<file path="config.mk">
export PLATFORM = sky130hd
export DESIGN_NAME = sign_restore_pipe_flat
export DESIGN_NICKNAME = d
export VERILOG_FILES = /design/src/rtl/sign_restore_pipe_pkg.sv /design/src/rtl/sign_restore_pipe_if.sv /design/src/rtl/sign_restore_pipe_mag_to_twos.sv /design/src/rtl/sign_restore_pipe.sv /design/src/flat_wrapper.sv
export SDC_FILE = /design/constraint.sdc
export NUM_CORES = 1
export LEC_CHECK = 0
export BUFFER_PORTS_ARGS = -buffer_cell sky130_fd_sc_hd__buf_2
export CORE_AREA = 2 2 126 141
export CTS_CLUSTER_DIAMETER = 40
export DETAILED_ROUTE_END_ITERATION = 10
export DIE_AREA = 0 0 128 143
export PLACE_DENSITY = 0.52
export REMOVE_ABC_BUFFERS = 1
export SLEW_MARGIN = 0
export SYNTH_ARGS = -nofsm -noshare
export SYNTH_HDL_FRONTEND = slang
export SYNTH_SLANG_ARGS = --single-unit
</file>
<file path="constraint.sdc">
create_clock -name clk -period 2.8 [get_ports clk]
set_clock_uncertainty 0.05 [all_clocks]
set_input_delay 0.14 -clock clk [delete_from_list [all_inputs] [get_ports clk]]
set_output_delay 0.14 -clock clk [all_outputs]
set_load 0.005 [all_outputs]
</file>
<file path="src/rtl/sign_restore_pipe_pkg.sv">
// ----------------------------------------------------------------------------
// sign_restore_pkg
//   Shared definitions for the sign-restore output stage of the signed
//   approximate-multiplier datapath.
//     W_DEF   default operand width
//     P_W     product width (2*W_DEF)
//     P_MAX   largest positive two's-complement product
//     P_MIN   most negative two's-complement product
//     stage_t stage-1 payload: sign, magnitude and the two overflow flags
//     make_stage  builds a stage_t from sign + magnitude, deriving the flags
// ----------------------------------------------------------------------------
package sign_restore_pkg;

    localparam int W_DEF = 16;
    localparam int P_W   = 2 * W_DEF;

    localparam logic [P_W-1:0] P_MAX = {1'b0, {(P_W-1){1'b1}}};
    localparam logic [P_W-1:0] P_MIN = {1'b1, {(P_W-1){1'b0}}};

    // Payload width is tied to W_DEF; the pipe's W parameter must stay equal to it.
    typedef struct packed {
        logic           sign;
        logic [P_W-1:0] mag;
        logic           pos_ovf;
        logic           neg_ovf;
    } stage_t;

    // A positive result overflows as soon as the top magnitude bit is set.
    // A negative result may reach exactly P_MIN, so only strictly larger
    // magnitudes overflow.
    function automatic stage_t make_stage(input logic sign, input logic [P_W-1:0] mag);
        stage_t st;
        st.sign    = sign;
        st.mag     = mag;
        st.pos_ovf = !sign && mag[P_W-1];
        st.neg_ovf = sign && (mag > P_MIN);
        return st;
    endfunction

endpackage

</file>
<file path="src/rtl/sign_restore_pipe_if.sv">
// ----------------------------------------------------------------------------
// sign_restore_pipe_if
//   Input and output streams of sign_restore_pipe.
//   Handshake: each stream transfers one beat on a rising clock edge where
//   valid && ready are both high. A producer holds valid and its payload
//   stable until that edge; ready may depend combinationally on the consumer
//   side but never on the valid it is paired with.
//     in_valid/in_ready/in_sign/in_mag      upstream -> pipe
//     out_valid/out_ready/out_data/out_sat  pipe -> downstream
//   modport master: the environment around the pipe
//   modport slave : the pipe itself
// ----------------------------------------------------------------------------
interface sign_restore_pipe_if
    import sign_restore_pkg::*;
#(
    parameter int W = W_DEF
);
    logic             in_valid;
    logic             in_ready;
    logic             in_sign;
    logic [2*W-1:0]   in_mag;

    logic             out_valid;
    logic             out_ready;
    logic [2*W-1:0]   out_data;
    logic             out_sat;

    modport master (
        output in_valid, in_sign, in_mag, out_ready,
        input  in_ready, out_valid, out_data, out_sat
    );

    modport slave (
        input  in_valid, in_sign, in_mag, out_ready,
        output in_ready, out_valid, out_data, out_sat
    );
endinterface

</file>
<file path="src/rtl/sign_restore_pipe_mag_to_twos.sv">
// ----------------------------------------------------------------------------
// mag_to_twos
//   Combinational sign + magnitude to two's-complement conversion with
//   saturation, driven by precomputed overflow flags.
//     sign     in  1      1 = negative result
//     mag      in  2*W    unsigned magnitude
//     pos_ovf  in  1      positive result does not fit
//     neg_ovf  in  1      negative result does not fit
//     data     out 2*W    two's-complement result (clamped on overflow)
//     sat      out 1      result was clamped
// ----------------------------------------------------------------------------
module mag_to_twos
    import sign_restore_pkg::*;
#(
    parameter int W = W_DEF
) (
    input  logic           sign,
    input  logic [2*W-1:0] mag,
    input  logic           pos_ovf,
    input  logic           neg_ovf,
    output logic [2*W-1:0] data,
    output logic           sat
);
    localparam logic [2*W-1:0] MAX_V = {1'b0, {(2*W-1){1'b1}}};
    localparam logic [2*W-1:0] MIN_V = {1'b1, {(2*W-1){1'b0}}};

    always_comb begin
        data = mag;
        sat  = 1'b0;
        if (pos_ovf) begin
            data = MAX_V;
            sat  = 1'b1;
        end else if (neg_ovf) begin
            data = MIN_V;
            sat  = 1'b1;
        end else if (sign) begin
            // mag == 0 negates to 0, so there is no negative zero.
            // mag == MIN_V negates to itself, the legal minimum.
            data = ~mag + 1'b1;
        end
    end
endmodule

</file>
<file path="src/rtl/sign_restore_pipe.sv">
// ----------------------------------------------------------------------------
// sign_restore_pipe
//   Output end of the signed approximate-multiplier datapath: turns the core's
//   unsigned product magnitude plus result sign into a saturated
//   two's-complement product through a 2-stage valid/ready pipeline, and
//   counts delivered saturated results.
//     clk      in   1      rising-edge clock
//     rst_n    in   1      synchronous active-low reset
//     bus      slave modport of sign_restore_pipe_if (in/out streams)
//     sat_clr  in   1      synchronous clear of sat_cnt (wins over increment)
//     sat_cnt  out  CNT_W  saturated results delivered, sticks at all-ones
// ----------------------------------------------------------------------------
module sign_restore_pipe
    import sign_restore_pkg::*;
#(
    parameter int W     = W_DEF,
    parameter int CNT_W = 16
) (
    input  logic             clk,
    input  logic             rst_n,
    sign_restore_pipe_if.slave bus,
    input  logic             sat_clr,
    output logic [CNT_W-1:0] sat_cnt
);
    logic           s1_valid;
    logic           s2_valid;
    logic           s1_adv;
    logic           s2_adv;
    logic           out_xfer;

    stage_t         s1_d;
    stage_t         s1_q;

    logic [2*W-1:0] m2t_data;
    logic           m2t_sat;
    logic [2*W-1:0] s2_data;
    logic           s2_sat;

    // Ready chain: a stage may load when it is empty or its content leaves
    // this cycle. in_ready never looks at in_valid.
    assign s2_adv       = !s2_valid || bus.out_ready;
    assign s1_adv       = !s1_valid || s2_adv;
    assign bus.in_ready = s1_adv;

    assign out_xfer     = s2_valid && bus.out_ready;

    assign s1_d = make_stage(bus.in_sign, bus.in_mag);

    mag_to_twos #(
        .W(W)
    ) u_mag_to_twos (
        .sign    (s1_q.sign),
        .mag     (s1_q.mag),
        .pos_ovf (s1_q.pos_ovf),
        .neg_ovf (s1_q.neg_ovf),
        .data    (m2t_data),
        .sat     (m2t_sat)
    );

    always_ff @(posedge clk) begin
        if (!rst_n) begin
            s1_valid <= 1'b0;
            s1_q     <= '0;
            s2_valid <= 1'b0;
            s2_data  <= '0;
            s2_sat   <= 1'b0;
        end else begin
            if (s1_adv) begin
                s1_valid <= bus.in_valid;
                if (bus.in_valid) begin
                    s1_q <= s1_d;
                end
            end
            // Payload only moves with a valid beat, so a stalled or idle
            // output keeps its last data unchanged.
            if (s2_adv) begin
                s2_valid <= s1_valid;
                if (s1_valid) begin
                    s2_data <= m2t_data;
                    s2_sat  <= m2t_sat;
                end
            end
        end
    end

    always_ff @(posedge clk) begin
        if (!rst_n) begin
            sat_cnt <= '0;
        end else if (sat_clr) begin
            sat_cnt <= '0;
        end else if (out_xfer && s2_sat && (sat_cnt != {CNT_W{1'b1}})) begin
            sat_cnt <= sat_cnt + 1'b1;
        end
    end

    assign bus.out_valid = s2_valid;
    assign bus.out_data  = s2_data;
    assign bus.out_sat   = s2_sat;

endmodule
</file>
<file path="src/flat_wrapper.sv">
// flat-port wrapper written by rule: the top's interface ports become plain ports
module sign_restore_pipe_flat import sign_restore_pkg::*;
#(
    parameter int W     = W_DEF,
    parameter int CNT_W = 16
)
  (clk, rst_n, sat_clr, sat_cnt, bus_in_valid, bus_in_sign, bus_in_mag, bus_out_ready, bus_in_ready, bus_out_valid, bus_out_data, bus_out_sat);
  sign_restore_pipe_if #(.W(W)) bus_i ();
  input  logic clk;
  input  logic rst_n;
  input  logic sat_clr;
  output logic [CNT_W-1:0] sat_cnt;
  input wire logic [$bits(bus_i.in_valid)-1:0] bus_in_valid;
  input wire logic [$bits(bus_i.in_sign)-1:0] bus_in_sign;
  input wire logic [$bits(bus_i.in_mag)-1:0] bus_in_mag;
  input wire logic [$bits(bus_i.out_ready)-1:0] bus_out_ready;
  output wire logic [$bits(bus_i.in_ready)-1:0] bus_in_ready;
  output wire logic [$bits(bus_i.out_valid)-1:0] bus_out_valid;
  output wire logic [$bits(bus_i.out_data)-1:0] bus_out_data;
  output wire logic [$bits(bus_i.out_sat)-1:0] bus_out_sat;
  assign bus_i.in_valid = bus_in_valid;
  assign bus_i.in_sign = bus_in_sign;
  assign bus_i.in_mag = bus_in_mag;
  assign bus_i.out_ready = bus_out_ready;
  assign bus_in_ready = bus_i.in_ready;
  assign bus_out_valid = bus_i.out_valid;
  assign bus_out_data = bus_i.out_data;
  assign bus_out_sat = bus_i.out_sat;
  sign_restore_pipe #(.W(W), .CNT_W(CNT_W)) u_core (.clk(clk), .rst_n(rst_n), .bus(bus_i), .sat_clr(sat_clr), .sat_cnt(sat_cnt));
endmodule
</file>
==> results.cfg, run 1 <==
[synth]
synth_seq_cells = 86
yosys-top-cells-count = nand2_1 (98), dfxtp_1 (86), a21oi_1 (64)
async_reset_ff_frac = 0
syn_area_per_cell_sq_um = 7.91
ys.warnings.count = 0
ys_seq_area_frac = 0.414
synth_cell_types = 52
synth_edf_count = 0
synth_area_leaders = dfxtp_1 (41%), nand2_1 (8.8%), a21oi_1 (7.7%)
yosysTopAreaCell = dfxtp_1
synth_cells = 526
synth.most_common_cell = nand2_1
synth_top_cell_area_share = 0.414
ys.flop_type = dfxtp_1
syn-cell-area_sq_mm = 0.00416

[place]
dp_slack_ns = 0.515
place_area_sq_mm = 0.00482
place_congestion = 0.859
hpwl_mm = 9.67
portBuffers = 88

[grt]
grt_overflow_total = 0
grt_pass1_vias = 3942
grt_pass1_wl_mm = 20.7
antenna_found_initial = 0
grt_usage = 0.145
grt_max_degree = 36

[drt]
wl_per_cell_microns = 15.4
initialDrtViolationCount = 183
firstDrtPassIters = 4
drc = 0
wl_met2_mm = 6.07
ant_nets = 0
drt-total-wl_mm = 12.8
dr_wl_met3_microns = 516
viasPerCell = 4.99
vias = 4162
wl_met1_mm = 5.93
top_layer = met4

[setup_path]
cp_data_arrival_time_ns = 2.47
crit_fanout = 7
r2r_cells = 5
worstPathRequired_ns = 2.97
cp_slowest_cell = or4_4
cp-end-kind = flip-flop
worst_r2r_startpoint = u_core.s1_q[21]
start_kind = flip-flop
crit_type = flip-flop to flip-flop
path_cells = or4_4, or3_1, o41ai_2, xor2_1, o22ai_1
r2r-end = u_core.bus.out_data[27]
max_stage_delay_ns = 0.55
r2r_setup_slack_ns = 0.51

[sta]
maxSlewViolCount = 0
fin_crit_sh = 0.819
finalSetupViolCount = 0
period_needed_ns = 2.29
worstMarginPinSlew_ns = 0.908
rsz0062_at_grt = no
max_freq_mhz = 436
worst_slack_ns = 0.506
final-hold-violation-count = 0
setup_tns_ns = 0
max-slew-margin-rel = 0.394

[outcome]
status = complete, no violations

[worst_hold_path]
hold_class = primary input to flip-flop
min-delay-start = bus_in_mag[21]
whs_endpoint = u_core.s1_q[23]
hold_path_depth = 3

[clock_tree]
ctsHoldBuffers = 18
clock_latency_ns = 0.35
cts_max_level = 3
post_cts_buffers = 0
cts.sinks = 86
clkSlewWorstSetupHoldPaths_ns = 0.06
clockRootBuffer = clkbuf_16
post_cts_resized = 0
cts-buffers-inserted = 9
tritoncts = yes
cts_buffer_depth = 2

[power]
pwr-share-clk = 0.421
p_leak_nw = 2.08
p_sw_frac = 0.262
ir_drop_uv = 293
pwr-share-comb = 0.138
power_mw = 3.07
seqPwrFrac = 0.440
netSwitchingPower_uw = 805
p_per_area_mw_per_mm2 = 577
p_int_mw = 2.27

[cells_and_area]
fin_nets = 661
n_antenna_cell = 0
final_cell_area_sq_mm = 0.00532
drive_above_1_share = 0.204
syn_to_final_growth_pct = 27.9
post-route-util = 0.317

[die]
io_pins = 89
initial_core_util = 0.248
core-area_sq_mm = 0.0168
dieArea_sq_mm = 0.0183
die_w_microns = 128
die_h_microns = 143
rows = 50

[job]
max-cap-violations = 0
[state kept, by name, summed over array words and instances, names as in the netlist]
signal and flops:
u_core.s1_q 35, u_core.bus.out_data 32, u_core.bus.out_valid 1, u_core.bus.out_sat 1, u_core.s1_valid 1, u_core.sat_cnt 16
[layout by cell type (no fill, tap or decap), types with 11 or more instances in the layout]
cell | netlist | final
nor2_1 | 38 | 37
a21oi_1 | 64 | 64
dfxtp_1 | 86 | 86
xor2_1 | 16 | 16
buf_4 | 0 | 11
nand2_1 | 98 | 98
nor3_1 | 13 | 12
o21ai_0 | 31 | 31
dlygate4sd3_1 | 0 | 18
nor4_1 | 20 | 20
buf_2 | 1 | 88
xnor2_1 | 15 | 15
or3_1 | 11 | 11
[how the worst max path moves through the flow]
stage | start | end | slack (ns) | cells after the start
after CTS | u_core.s1_q[21] | u_core.bus.out_data[30] | 0.51 | 5
after global placement | u_core.s1_q[21] | u_core.bus.out_data[29] | 0.57 | 5
after detailed placement | u_core.s1_q[21] | u_core.bus.out_data[30] | 0.52 | 5
final | u_core.s1_q[21] | u_core.bus.out_data[27] | 0.51 | 5
after floorplan | u_core.bus.out_valid | u_core.bus.out_data[11] | 0.04 | 5
after global routing | u_core.s1_q[4] | u_core.bus.out_data[23] | 0.33 | 5
[critical path, delay by kind of cell, from the launching register on]
family / cells / cell delay (ns)
AOI/OAI and AO/OA: 2 / 0.47
xor gates and xnor gates: 1 / 0.20
DFF: 1 / 0.36
and+or+nand+nor: 2 / 1.09
[power groups by stage]
stage	clock [mW]	combinational, mW	sequential (mW)
global route	1.38	0.476	1.36
global placement	0	0.406	1.38
floorplan	0	0.238	1.37
detailed placement	0	0.408	1.38
finish	1.29	0.425	1.35
CTS	1.32	0.429	1.35
[layout make-up]
class,instances,area (sq um)
fillers,1826,11400
clock inverters,6,85.1
multi-input cells,398,2280
flip-flops and latches,86,1720
repair buffers,117,703
inverters,9,33.8
well taps,208,260
clock buffers,10,239
[cells by family (layout without fill, tap and decap cells)]
family                   Yosys count  after routing  synth area share
AND/OR/NAND/NOR                  223            223             0.259
AO/OA/AOI/OAI                    133            133             0.194
flip-flops                        86             86             0.414
buffers and inverters             42            142            0.0400
XOR/XNOR                          31             31            0.0653
multiplexers                       9              9            0.0217
adder cells (fa/ha/maj)            2              2           0.00602
[metal layers]
layer	vias to the layer above	track usage
met5	-	0
met4	0	0.0532
met3	20	0.0352
met2	103	0.237
met1	1967	0.185
li1	2072	-
[stage by stage]
stage          instances  hold slack [ns]
2_1_floorplan        493            0.207
3_3_place_gp         800            0.331
3_5_place_dp         800            0.337
4_1_cts              834        0.0000751
5_1_grt              834          0.00521
6_report             834          0.00752
No activity file was read; power rests on OpenSTA's default activity.
==> inputs of run 2 (changes only) <==
clock period = 2.3 ns   (was 2.8 ns; I/O delays follow)
==> run 2 against run 1 <==
Net effect:
- cell count is 4.2% higher
- first-iteration DRC count rose by 28%
- critical path depth unchanged
- combinational power increased by 35%
- fmax is 3.0% higher
- routed wire length fell by 0.63%
- critical endpoint is now u_core.bus.out_data[30]
==> results.cfg, run 2 (synthesis gave the netlist of run 1 again) <==
[outcome]
status = complete, no violations

[grt]
grt_usage = 0.143
grt_pass1_vias = 4171
antenna_found_initial = 0
grt_overflow_total = 0
grt_max_degree = 36
grt_pass1_wl_mm = 20.8

[power]
netSwitchingPower_uw = 974
p_per_area_mw_per_mm2 = 661
p_int_mw = 2.73
seqPwrFrac = 0.442
ir_drop_uv = 378
p_leak_nw = 2.24
pwr-share-comb = 0.155
pwr-share-clk = 0.402
p_sw_frac = 0.263

[worst_hold_path]
hold_path_depth = 3
min-delay-start = bus_in_mag[30]
hold_class = primary input to flip-flop

[drt]
wl_per_cell_microns = 14.6
viasPerCell = 4.87
firstDrtPassIters = 4
ant_nets = 0
vias = 4236
initialDrtViolationCount = 235
drt-total-wl_mm = 12.7
drc = 0

[cells_and_area]
drive_above_1_share = 0.222
largest_register_ffs = 35
syn_to_final_growth_pct = 34.6
final_cell_mix = nand2_1 (98), buf_2 (88), dfxtp_1 (86), a21oi_1 (64), nor2_1 (37)
top_register = u_core.s1_q
fin_nets = 696
fin_cells = 869
n_antenna_cell = 0
final_common_cell = nand2_1
final_cell_area_sq_mm = 0.00560

[clock_tree]
cts_max_level = 3
cts-buffers-inserted = 9
post_cts_resized = 0
clockRootBuffer = clkbuf_16
clkSlewWorstSetupHoldPaths_ns = 0.06
post_cts_buffers = 0
clock_latency_ns = 0.35
cts.sinks = 86
cts_buffer_depth = 2
tritoncts = yes

[die]
core-area_sq_mm = 0.0168
die_h_microns = 143
dieArea_sq_mm = 0.0183
die_w_microns = 128
rows = 50
io_pins = 89
initial_core_util = 0.248

[setup_path]
cp-end-kind = flip-flop
crit_type = flip-flop to flip-flop
start_kind = flip-flop
crit_start = u_core.s1_q[22]
cp_data_arrival_time_ns = 2.40
worstPathRequired_ns = 2.47
r2r_cells = 5
worst_r2r_startpoint = u_core.s1_q[22]
crit_fanout = 6

[place]
portBuffers = 88
hpwl_mm = 9.46
place_area_sq_mm = 0.00497
dp_cells = 820
place_congestion = 0.889

[sta]
rsz0062_at_grt = no
worstMarginPinSlew_ns = 0.614
period_needed_ns = 2.23
final-hold-violation-count = 0
max_freq_mhz = 449
fin_crit_sh = 0.968
maxSlewViolCount = 0
max-slew-margin-rel = 0.591
finalSetupViolCount = 0

[job]
max-cap-violations = 0
-- run 2: changes by cell type in the layout (fill, tap and decap cells not counted), sizes merged --
cell | previous run | this run
buf | 99 | 119
dlygate4sd3 | 18 | 33
clkbuf | 10 | 12
clkinvlp | 2 | 0
bufinv | 2 | 1
clkinv | 2 | 3
-- run 2: final cells by class --
type                            instances  area (sq um)
Timing Repair Buffer                  152          1000
Multi-Input combinational cell        398          2280
Clock inverter                          4          45.0
Clock buffer                           12           256
Tap cell                              208           260
Inverter                                9          33.8
Fill cell                            1804         11200
Sequential cell                        86          1720
-- run 2: timing repair --
item                       CTS  global route
hold buffers                33             0
setup endpoints to repair    0             0
hold endpoints to repair    33             0
-- run 2: power groups by stage --
stage               Sequential (mW)  Clock [mW]  Combinational, mW
global placement               1.67           0              0.530
finish                         1.64        1.49              0.575
CTS                            1.64        1.53              0.577
floorplan                      1.66           0              0.289
global route                   1.65        1.57              0.640
detailed placement             1.67           0              0.531
-- run 2: per-stage QoR --
stage / worst slack [ns] / setup TNS [ns] / util / hold WS [ns] / total power, mW
finish: 0.0728 / 0 / 0.334 / 0.0196 / 3.70
global route: 0.00555 / 0 / 0.334 / 0.0355 / 3.86
CTS: 0.0784 / 0 / 0.334 / 0.0104 / 3.74
detailed placement: 0.0769 / 0 / 0.296 / 0.318 / 2.20
global placement: 0.109 / 0 / 0.296 / 0.307 / 2.20
floorplan: -0.461 / -6.26 / - / 0.182 / 1.95
-- run 2: worst max-delay path, cell delays in order (launching register included) --
cell     delay (ns)
dfxtp_1        0.34
or4_4          0.52
or3_1          0.53
o41ai_2        0.38
xor2_1         0.19
o22ai_1        0.09
-- run 2: metal layers --
| layer | track usage | wire length (microns) | share of wire | vias to the layer above |
|---|---|---|---|---|
| li1 | - | - | - | 2134 |
| met3 | 0.0225 | 523 | 0.041 | 19 |
| met1 | 0.180 | 5810 | 0.46 | 1978 |
| met5 | 0 | 0 | 0 | - |
| met2 | 0.241 | 6160 | 0.48 | 105 |
| met4 | 0.0590 | 227 | 0.018 | 0 |
-- run 2: worst paths after layout --
| kind | slack [ns] | to |
|---|---|---|
| hold reg to reg | 0.43 | u_core.s1_q[33] |
| setup / recovery | 0.07 | u_core.bus.out_data[30] |
| setup reg to reg | 0.07 | u_core.bus.out_data[30] |
| hold / removal | 0.02 | u_core.s1_q[32] |
